### config.mk
export PLATFORM = sky130hd
export DESIGN_NAME = uart_frame_rx
export DESIGN_NICKNAME = d
export VERILOG_FILES = /design/src/rtl/uart_frame_rx_pkg.sv /design/src/rtl/uart_frame_rx_timeout.sv /design/src/rtl/uart_frame_rx.sv
export SDC_FILE = /design/constraint.sdc
export NUM_CORES = 1
export LEC_CHECK = 0
export BUFFER_PORTS_ARGS = -buffer_cell sky130_fd_sc_hd__buf_2
export CORE_MARGIN = 2
export CORE_UTILIZATION = 30
export DETAILED_ROUTE_END_ITERATION = 10
export PLACE_DENSITY = 0.45
export SLEW_MARGIN = 10
export SYNTH_ARGS = -nofsm -noshare
export SYNTH_HDL_FRONTEND = slang
export SYNTH_SLANG_ARGS = --single-unit
### constraint.sdc
create_clock -name clk -period 3.2 [get_ports clk]
set_input_delay 0.64 -clock clk [delete_from_list [all_inputs] [get_ports clk]]
set_output_delay 0.64 -clock clk [all_outputs]
set_load 0.005 [all_outputs]
### src/rtl/uart_frame_rx_pkg.sv
// Shared definitions for the UART frame receiver: FSM state encodings,
// the SYNC byte, error-cause codes and the timeout length helper.
// Checksum support is selected elsewhere by the UART_FRAME_CSUM_EN macro.
package uart_frame_rx_pkg;

  typedef enum logic [2:0] {
    ST_IDLE    = 3'd0,
    ST_LEN     = 3'd1,
    ST_PAYLOAD = 3'd2,
    ST_CSUM    = 3'd3,
    ST_OUT     = 3'd4
  } state_e;

  localparam logic [7:0] SYNC_BYTE = 8'hA5;

  localparam logic [1:0] ERR_LEN     = 2'd0;
  localparam logic [1:0] ERR_CSUM    = 2'd1;
  localparam logic [1:0] ERR_TIMEOUT = 2'd2;
  localparam logic [1:0] ERR_OVERRUN = 2'd3;

  // Inter-byte silence allowed, in clock cycles.
  function automatic int timeout_cycles(input int freq, input int rate, input int bits);
    return (freq / rate) * bits;
  endfunction

endpackage

### src/rtl/uart_frame_rx_timeout.sv
// frame_timeout: counts cycles since the last load while enabled; pulses expire_o after LIMIT cycles.
// Latency: expire_o is combinational from the count, asserted in the LIMIT-th cycle after a load.
// Backpressure: none; load_i restarts the count, deasserting en_i clears it.
module frame_timeout #(
  parameter int LIMIT = 500
) (
  input  logic clk,
  input  logic rst_n,
  input  logic load_i,
  input  logic en_i,
  output logic expire_o
);

  localparam int            CW   = $clog2(LIMIT + 1);
  localparam logic [CW-1:0] LAST = CW'(LIMIT - 1);

  logic [CW-1:0] cnt_q, cnt_d;

  // Restart on a byte or when disabled, otherwise count up and saturate at the expiry value.
  always_comb begin
    cnt_d = cnt_q;
    if (load_i || !en_i) begin
      cnt_d = '0;
    end else if (cnt_q != LAST) begin
      cnt_d = cnt_q + CW'(1);
    end
  end

  // Counter register.
  always_ff @(posedge clk or negedge rst_n) begin
    if (!rst_n) begin
      cnt_q <= '0;
    end else begin
      cnt_q <= cnt_d;
    end
  end

  assign expire_o = en_i && !load_i && (cnt_q == LAST);

endmodule

### src/rtl/uart_frame_rx.sv
// uart_frame_rx: parses SYNC/LEN/payload[/CSUM] byte frames and replays the payload on a valid/ready port.
// Latency: first payload byte is valid the cycle after the final frame byte; errors pulse one cycle after the cause.
// Backpressure: output holds while o_vld && !i_rdy; input has none, bytes arriving during OUT are dropped (overrun).
// Checksum stage present only when UART_FRAME_CSUM_EN is defined.
module uart_frame_rx
  import uart_frame_rx_pkg::*;
#(
  parameter int FREQ         = 50_000_000,
  parameter int RATE         = 2_000_000,
  parameter int MAX_LEN      = 16,
  parameter int TIMEOUT_BITS = 20
) (
  input  logic       clk,
  input  logic       rst_n,
  input  logic [7:0] i_data,
  input  logic       i_data_vld,
  output logic [7:0] o_data,
  output logic       o_vld,
  output logic       o_last,
  input  logic       i_rdy,
  output logic       o_err,
  output logic [1:0] o_err_code,
  output logic       o_busy
);

  localparam int         IDX_W     = (MAX_LEN > 1) ? $clog2(MAX_LEN) : 1;
  localparam logic [7:0] MAX_LEN_B = 8'(MAX_LEN);

  state_e     state_q, state_d;
  logic [7:0] len_q, len_d;
  logic [7:0] idx_q, idx_d;
  logic       err_q, err_d;
  logic [1:0] code_q, code_d;
  logic       buf_we;
  logic       tmo_load, tmo_en, tmo_expire;
  logic       last_idx;
`ifdef UART_FRAME_CSUM_EN
  logic [7:0] sum_q, sum_d;
  logic [7:0] sum_chk;
`endif

  logic [7:0] buf_q [MAX_LEN];

  frame_timeout #(
    .LIMIT(timeout_cycles(FREQ, RATE, TIMEOUT_BITS))
  ) u_timeout (
    .clk     (clk),
    .rst_n   (rst_n),
    .load_i  (tmo_load),
    .en_i    (tmo_en),
    .expire_o(tmo_expire)
  );

  assign tmo_en   = (state_q == ST_LEN) || (state_q == ST_PAYLOAD) || (state_q == ST_CSUM);
  assign last_idx = (idx_q == len_q - 8'd1);
`ifdef UART_FRAME_CSUM_EN
  assign sum_chk  = sum_q + i_data;
`endif

  // Next-state logic: byte strobes drive every transition except draining OUT; a byte beats a timeout.
  always_comb begin
    state_d  = state_q;
    len_d    = len_q;
    idx_d    = idx_q;
    err_d    = 1'b0;
    code_d   = code_q;
    buf_we   = 1'b0;
    tmo_load = 1'b0;
`ifdef UART_FRAME_CSUM_EN
    sum_d    = sum_q;
`endif
    case (state_q)
      ST_IDLE: begin
        if (i_data_vld && (i_data == SYNC_BYTE)) begin
          state_d  = ST_LEN;
          tmo_load = 1'b1;
        end
      end
      ST_LEN: begin
        if (i_data_vld) begin
          tmo_load = 1'b1;
          if ((i_data == 8'd0) || (i_data > MAX_LEN_B)) begin
            err_d   = 1'b1;
            code_d  = ERR_LEN;
            state_d = ST_IDLE;
          end else begin
            len_d   = i_data;
            idx_d   = '0;
`ifdef UART_FRAME_CSUM_EN
            sum_d   = i_data;
`endif
            state_d = ST_PAYLOAD;
          end
        end else if (tmo_expire) begin
          err_d   = 1'b1;
          code_d  = ERR_TIMEOUT;
          state_d = ST_IDLE;
        end
      end
      ST_PAYLOAD: begin
        if (i_data_vld) begin
          tmo_load = 1'b1;
          buf_we   = 1'b1;
          idx_d    = idx_q + 8'd1;
`ifdef UART_FRAME_CSUM_EN
          sum_d    = sum_chk;
`endif
          if (last_idx) begin
            // Index restarts here so the replay starts at byte 0.
            idx_d   = '0;
`ifdef UART_FRAME_CSUM_EN
            state_d = ST_CSUM;
`else
            state_d = ST_OUT;
`endif
          end
        end else if (tmo_expire) begin
          err_d   = 1'b1;
          code_d  = ERR_TIMEOUT;
          state_d = ST_IDLE;
        end
      end
`ifdef UART_FRAME_CSUM_EN
      ST_CSUM: begin
        if (i_data_vld) begin
          tmo_load = 1'b1;
          if (sum_chk == 8'd0) begin
            state_d = ST_OUT;
          end else begin
            err_d   = 1'b1;
            code_d  = ERR_CSUM;
            state_d = ST_IDLE;
          end
        end else if (tmo_expire) begin
          err_d   = 1'b1;
          code_d  = ERR_TIMEOUT;
          state_d = ST_IDLE;
        end
      end
`endif
      ST_OUT: begin
        if (i_data_vld) begin
          err_d  = 1'b1;
          code_d = ERR_OVERRUN;
        end
        if (i_rdy) begin
          idx_d = idx_q + 8'd1;
          if (last_idx) begin
            idx_d   = '0;
            state_d = ST_IDLE;
          end
        end
      end
      default: state_d = ST_IDLE;
    endcase
  end

  // Control and status registers.
  always_ff @(posedge clk or negedge rst_n) begin
    if (!rst_n) begin
      state_q <= ST_IDLE;
      len_q   <= '0;
      idx_q   <= '0;
      err_q   <= 1'b0;
      code_q  <= '0;
`ifdef UART_FRAME_CSUM_EN
      sum_q   <= '0;
`endif
    end else begin
      state_q <= state_d;
      len_q   <= len_d;
      idx_q   <= idx_d;
      err_q   <= err_d;
      code_q  <= code_d;
`ifdef UART_FRAME_CSUM_EN
      sum_q   <= sum_d;
`endif
    end
  end

  // Payload store; contents deliberately survive reset.
  always_ff @(posedge clk) begin
    if (buf_we) begin
      buf_q[idx_q[IDX_W-1:0]] <= i_data;
    end
  end

  assign o_vld      = (state_q == ST_OUT);
  assign o_data     = o_vld ? buf_q[idx_q[IDX_W-1:0]] : 8'd0;
  assign o_last     = o_vld && last_idx;
  assign o_err      = err_q;
  assign o_err_code = code_q;
  assign o_busy     = (state_q != ST_IDLE);

endmodule

==> results of run 1 <==
-- kinds of logic (layout without fill, tap and decap cells) --
group	after synthesis	after routing	synth area share, %
other	0	1	0
AO/OA/AOI/OAI	28	28	2.52
adder cells (fa/ha/maj)	6	6	1.10
AND/OR/NAND/NOR	115	115	8.73
buffers and inverters	29	97	1.93
multiplexers	50	50	14.8
flip-flops	159	159	68.0
XOR/XNOR	21	21	2.91
-- worst max-delay path by stage --
stage | depth (start not counted) | endpoint | start | slack [ns]
global route | 8 | o_last | len_q[0] | 0.03
finish | 5 | o_data[3] | idx_q[0] | 0.17
CTS | 5 | o_data[2] | idx_q[0] | 0.14
detailed placement | 5 | o_data[2] | idx_q[0] | 0.59
global placement | 5 | o_data[3] | idx_q[0] | 0.57
floorplan | 5 | o_data[0] | idx_q[1] | 0.66
-- routing by layer --
metal	vias to the layer above	track usage (%)	wire length, µm
met5	-	0	0
li1	1691	-	-
met2	63	21.9	7430
met1	1944	19.8	7750
met3	7	2.86	492
met4	0	3.97	131
-- worst max-delay path, cell delays in order (launching register included) --
cell and delay (ns):
dfrtp_2 0.38, buf_4 0.25, mux4_2 0.58, mux4_2 0.47
and2_1 0.16, buf_2 0.12
-- power by group through the flow --
| stage | sequential (mW) | combinational [mW] | clock (mW) |
|---|---|---|---|
| after global placement | 2.36 | 1.08 | 0 |
| after CTS | 2.32 | 1.09 | 2.03 |
| after detailed placement | 2.36 | 1.08 | 0 |
| after floorplan | 2.35 | 0.731 | 0 |
| final | 2.32 | 1.06 | 1.98 |
| after global routing | 2.32 | 1.16 | 2.10 |
-- cell type report --
cell class | count | area, µm² | share of cell area (%)
sequential | 159 | 4620 | 57.8
multi-input combinational | 220 | 2050 | 25.6
clock buffer | 19 | 433 | 5.41
timing repair buffer | 56 | 370 | 4.63
tap | 285 | 357 | 4.46
clock inverter | 13 | 138 | 1.72
inverter | 9 | 33.8 | 0.422
antenna | 1 | 2.50 | 0.0313
-- placed cells by master (no fill, tap or decap), types with 3 or more instances in the layout --
| cell type | synthesis | final |
|---|---|---|
| dfrtp_1 | 31 | 30 |
| edfxtp_1 | 128 | 128 |
| nand4_1 | 6 | 6 |
| and2_1 | 12 | 12 |
| o21ai_0 | 6 | 6 |
| nor2_1 | 35 | 35 |
| o211ai_1 | 3 | 3 |
| inv_1 | 9 | 9 |
| xor2_1 | 9 | 9 |
| mux2i_1 | 4 | 4 |
| ha_1 | 6 | 6 |
| nand3_1 | 7 | 7 |
| nand2_1 | 22 | 22 |
| nor3_1 | 9 | 9 |
| xnor2_1 | 11 | 11 |
| clkinv_4 | 0 | 4 |
| mux4_2 | 40 | 40 |
| clkbuf_16 | 0 | 17 |
| buf_2 | 3 | 25 |
| clkinv_2 | 0 | 4 |
| mux2_2 | 6 | 6 |
| and3_1 | 4 | 4 |
| a21oi_1 | 12 | 12 |
| buf_4 | 3 | 30 |
-- metrics by stage --
step	hold slack (ns)	instance area [µm²]	setup slack [ns]	power (mW)
floorplan	0.344	6800	0.665	3.08
global placement	0.497	7430	0.567	3.43
detailed placement	0.514	7430	0.587	3.44
CTS	0.300	8000	0.138	5.43
global route	0.325	8000	0.0326	5.57
finish	0.283	8000	0.174	5.35
-- synthesized netlist by cell type, types with 7 or more instances --
library cell and count:
xnor2_1 11, xor2_1 9, nor2_1 35, dfrtp_1 31, a21oi_1 12, and2_1 12, clkbuf_1 12, nand3_1 7
mux4_2 40, nand2_1 22, nor3_1 9, edfxtp_1 128, inv_1 9
-- flip-flops by register name (all words and copies together), names as in the netlist --
name	cells
o_err_code	2
idx_q	8
state_q	3
u_timeout.cnt_q	9
buf_q	128
o_err	1
len_q	8
==> out/metrics.cfg, run 1 <==
[logic_synthesis]
ys_seq_area_share_pct=68.0
synth_top_area_share_pct=56.6
postSynthCellCount=408
synth_flop_cell=edfxtp_1
netlist_area_um2=6800
synth.largest_area_cell=edfxtp_1
ys_ff_latch=159
synth_edf_count=128
yosys.cell_types.count=46
ys_async_sr_fraction_pct=19.5
yosys_warnings=0
synthTopCellsByArea=edfxtp_1 57%, mux4_2 13%, dfrtp_1 11%
avgSynthCellArea_um2=16.7
syn_nets=426

[floorplanning]
die_area_um2=23900
core_um2=22400
start_util_pct=30.3
die_h_um=155
ios=26
rows=55
die_x_um=155

[detailed_routing]
wirelength_mm=15.8
vias=3705
first_iter_violations=206
wl_per_cell_um=20.7
viasPerCell=4.86
drtPass1Iterations=4
drc=0
ant_nets=0

[worst_setup_path]
crit_required_ns=2.56
ff2ff_setup_slack_ns=0.82
startpoint_type=flop
endpoint_kind=output pin
r2r_end=buf_q[15][5]
cp_max_fo=10
rr_worst_depth=6
reg2reg_from=state_q[1]
cp.arrival_ns=2.39
criticalPathCategory=flop to output pin

[sta]
final-setup-viol-count=0
relSlewSlack_pct=49.5
finalCriticalPeriod_ns=3.03
final-max-slew-violation-count=0
tightest_slew_ns=0.757
fin_crit_sh_pct=94.5
setup-tns-final_ns=0
rsz0062_at_grt=no
finalHoldViolations=0
fin_skew_ns=0.00841
fmax_mhz=331

[clock_network]
path_clk_slew_ns=0.07
cts_tree=yes
cts_setup_buffers=0
clkSinkCount=159
cts-htree-levels=4
clk_latency_ns=0.42
cts-resized-gates=0
cts_buffer_depth=2
hold_buffers=0
cts_buffers=17
cts-root-buf=clkbuf_16

[min_path]
min_path_type=input port to async pin

[layout]
final-instance-count-excl-fill=762
fin_nets=481
fin_util_pct=35.7
drive_above_1_share_pct=28.8
nFillCells=2146
area_growth_pct=17.7

[placed_design]
portBuffers=25
hpwl_mm=10.2
gp_congestion=0.733
dpl.cell_count=729

[grt]
grt_use_total_pct=14.0
grt_max_degree=32
grt_pass1_wl_mm=24.3
antenna_found_initial=0
grt_pass1_vias=3900
grt-ovfl-total=0

[power_and_ir_drop]
leakage_nw=2.78
switching_power_mw=1.39
clock_power_share_pct=37.0
combPwrFrac_pct=19.7
seq_power_share_pct=43.3
powerDensity_nw_per_um2=669
irDropWorstVdd_uv=337
p_int_mw=3.96
p_sw_share_pct=26.0

[run_status]
status=finished clean

[flow_run]
cap_violations=0

Power figures use the tool's default switching activity.
==> run 2: changes to the inputs <==
Settings changed: CORE_UTILIZATION 30 to 45, PLACE_DENSITY 0.45 to 0.61.
==> run 2 against run 1 <==
  * First-iteration DRC count up 85%
  * Global-route usage up 4.9 points
  * Register-to-register slack improved by 0.09 ns
  * Clock power shrank 4%
  * Worst hold slack got worse by 0.0081 ns
  * Largest cell class unchanged
==> out/metrics.cfg, run 2 (synthesized netlist as in run 1, its figures left out) <==
[sta]
final-setup-viol-count=0  ; unchanged
tightest_slew_ns=0.752  ; -0.00509 ns
fin_skew_ns=0.00933  ; +0.000914 ns
relSlewSlack_pct=49.8  ; +0.28 points
finalCriticalPeriod_ns=3.08  ; +0.0554 ns
finalHoldViolations=0  ; unchanged
final-max-slew-violation-count=0  ; unchanged
fin_crit_sh_pct=96.3  ; +1.7 points
rsz0062_at_grt=no
fmax_mhz=325  ; -1.8%
setup-tns-final_ns=0  ; unchanged
fin_ws_ns=0.119  ; -0.0554 ns

[grt]
antenna_found_initial=0  ; unchanged
grt-ovfl-total=0  ; unchanged
grt_pass1_vias=3781  ; -3.1%
grt_use_total_pct=18.9  ; +4.9 points
grt_max_degree=32  ; unchanged
grt_pass1_wl_mm=22.1  ; -8.8%

[run_status]
status=finished clean

[placed_design]
portBuffers=25  ; unchanged
place_area_um2=7250  ; -2.3%
pre_cts_ws_ns=0.301  ; -0.286 ns
hpwl_mm=8.92  ; -13%
gp_congestion=0.791  ; +8.0%

[power_and_ir_drop]
total_power_mw=5.29  ; -1.2%
leakage_nw=2.75  ; -0.98%
p_sw_share_pct=25.3  ; -0.71 points
irDropWorstVdd_uv=385  ; +14%
clock_power_share_pct=36.2  ; -0.8 points
combPwrFrac_pct=19.8  ; about the same
p_int_mw=3.95  ; -0.23%
powerDensity_nw_per_um2=674  ; +0.77%
switching_power_mw=1.34  ; -3.9%
seq_power_share_pct=44.1  ; +0.8 points

[worst_setup_path]
startpoint_type=flop
cp_cell_sequence=buf_12 -> mux4_2 -> mux4_2 -> and2_1 -> buf_2
critPathMaxStageDelay_ns=0.53  ; -0.05 ns
cp.buffers_inverters=2  ; unchanged
endpoint_kind=output pin
reg2reg_from=state_q[1]
crit_family=multiplexers
crit_required_ns=2.56  ; about the same
cp_max_fo=12  ; +2
cp.arrival_ns=2.44  ; +0.05 ns
criticalPathCategory=flop to output pin
crit_path_frequent_cell=mux4_2
crit_start=idx_q[0]
crit_slowest_cell=dfrtp_4

[detailed_routing]
wirelength_mm=14.1  ; -11%
first_iter_violations=382  ; +85%
drtPass1Iterations=4  ; unchanged
drc=0  ; unchanged
wl_per_cell_um=21.5  ; +3.7%
vias=3715  ; +0.27%
ant_nets=0  ; unchanged
viasPerCell=5.67  ; +17%

[min_path]
min_path_type=input port to async pin

[layout]
area_growth_pct=15.4
nFillCells=1202  ; -44%
largest_reg_flops=128  ; unchanged
layout_common_cells=128 x edfxtp_1, 40 x mux4_2, 35 x nor2_1
drive_above_1_share_pct=27.6  ; -1.2 points
fin_util_pct=53.6  ; +18 points
post-route-cell-area_um2=7850  ; -1.9%
layout_commonest_cell=edfxtp_1
diodes=0  ; -1
fin_nets=478  ; -0.62%

[clock_network]
clkSinkCount=159  ; unchanged
cts_buffer_depth=2  ; unchanged
path_clk_slew_ns=0.06  ; about the same
cts-root-buf=clkbuf_16
cts_tree=yes
cts_buffers=17  ; unchanged
clk_latency_ns=0.42  ; about the same
cts-htree-levels=4  ; unchanged

[floorplanning]
die_area_um2=16100  ; -33%
start_util_pct=46.4  ; +16 points
die_h_um=127  ; -18%
die_x_um=127  ; -18%
core_um2=14600  ; -35%
rows=44  ; -20%
ios=26  ; unchanged

[flow_run]
cap_violations=0  ; unchanged

run 2: changes by cell type in the layout (fill, tap and decap cells not counted), sizes merged:
cell,delta
buf,-3
diode,-1
clkinv,-2
clkinvlp,+1
inv,-1
run 2: worst register-to-register path, delay by kind of cell (launching register included):
kind | cells | cell delay (ns)
DFF | 1 | 0.51
buffers and inverters | 2 | 0.41
and+or+nand+nor | 4 | 1.06
run 2: final timing paths:
check,cells after the start,slack (ns),to
max,5,0.12,o_data[3]
min,1,0.27,len_q[5]
max reg2reg,6,0.91,buf_q[0][3]
min reg2reg,1,0.51,len_q[7]
max in group asynchronous,1,2.38,idx_q[0]
min in group clk,2,0.42,state_q[2]
run 2: area by class of cell:
cell class / instances / area (µm²) / area share (%)
inverters: 9 / 33.8 / 0.431
well taps: 184 / 230 / 2.93
repair buffers: 53 / 360 / 4.59
clock inverters: 11 / 119 / 1.52
clock buffers: 19 / 433 / 5.52
flip-flops and latches: 159 / 4620 / 58.9
multi-input cells: 220 / 2050 / 26.1
run 2: timing repair:
action,in CTS,in global routing
gates resized for setup,1,0
setup buffers,5,0
setup endpoints to repair,8,0
hold buffers,0,0
run 2: power by group through the flow:
stage | Combinational [mW] | Clock (mW) | Sequential [mW]
after floorplan | 0.731 | 0 | 2.35
after detailed placement | 1.03 | 0 | 2.38
after global routing | 1.13 | 2.04 | 2.34
after CTS | 1.06 | 1.95 | 2.33
final | 1.04 | 1.91 | 2.33
after global placement | 1.03 | 0 | 2.37
run 2: through the flow:
stage                     cells  hold slack, ns
after floorplan             408           0.344
after CTS                   655           0.289
after global placement      620           0.492
final                       655           0.275
after detailed placement    620           0.494
after global routing        655           0.325
run 2: metal layers:
layer  wire length, µm  up-vias  GRT usage, %
li1                  -     1686             -
met1              6190     1925          26.5
met2              6870       82          29.6
met3               783       22          4.30
met4               240        0          6.46
met5                 0        -             0
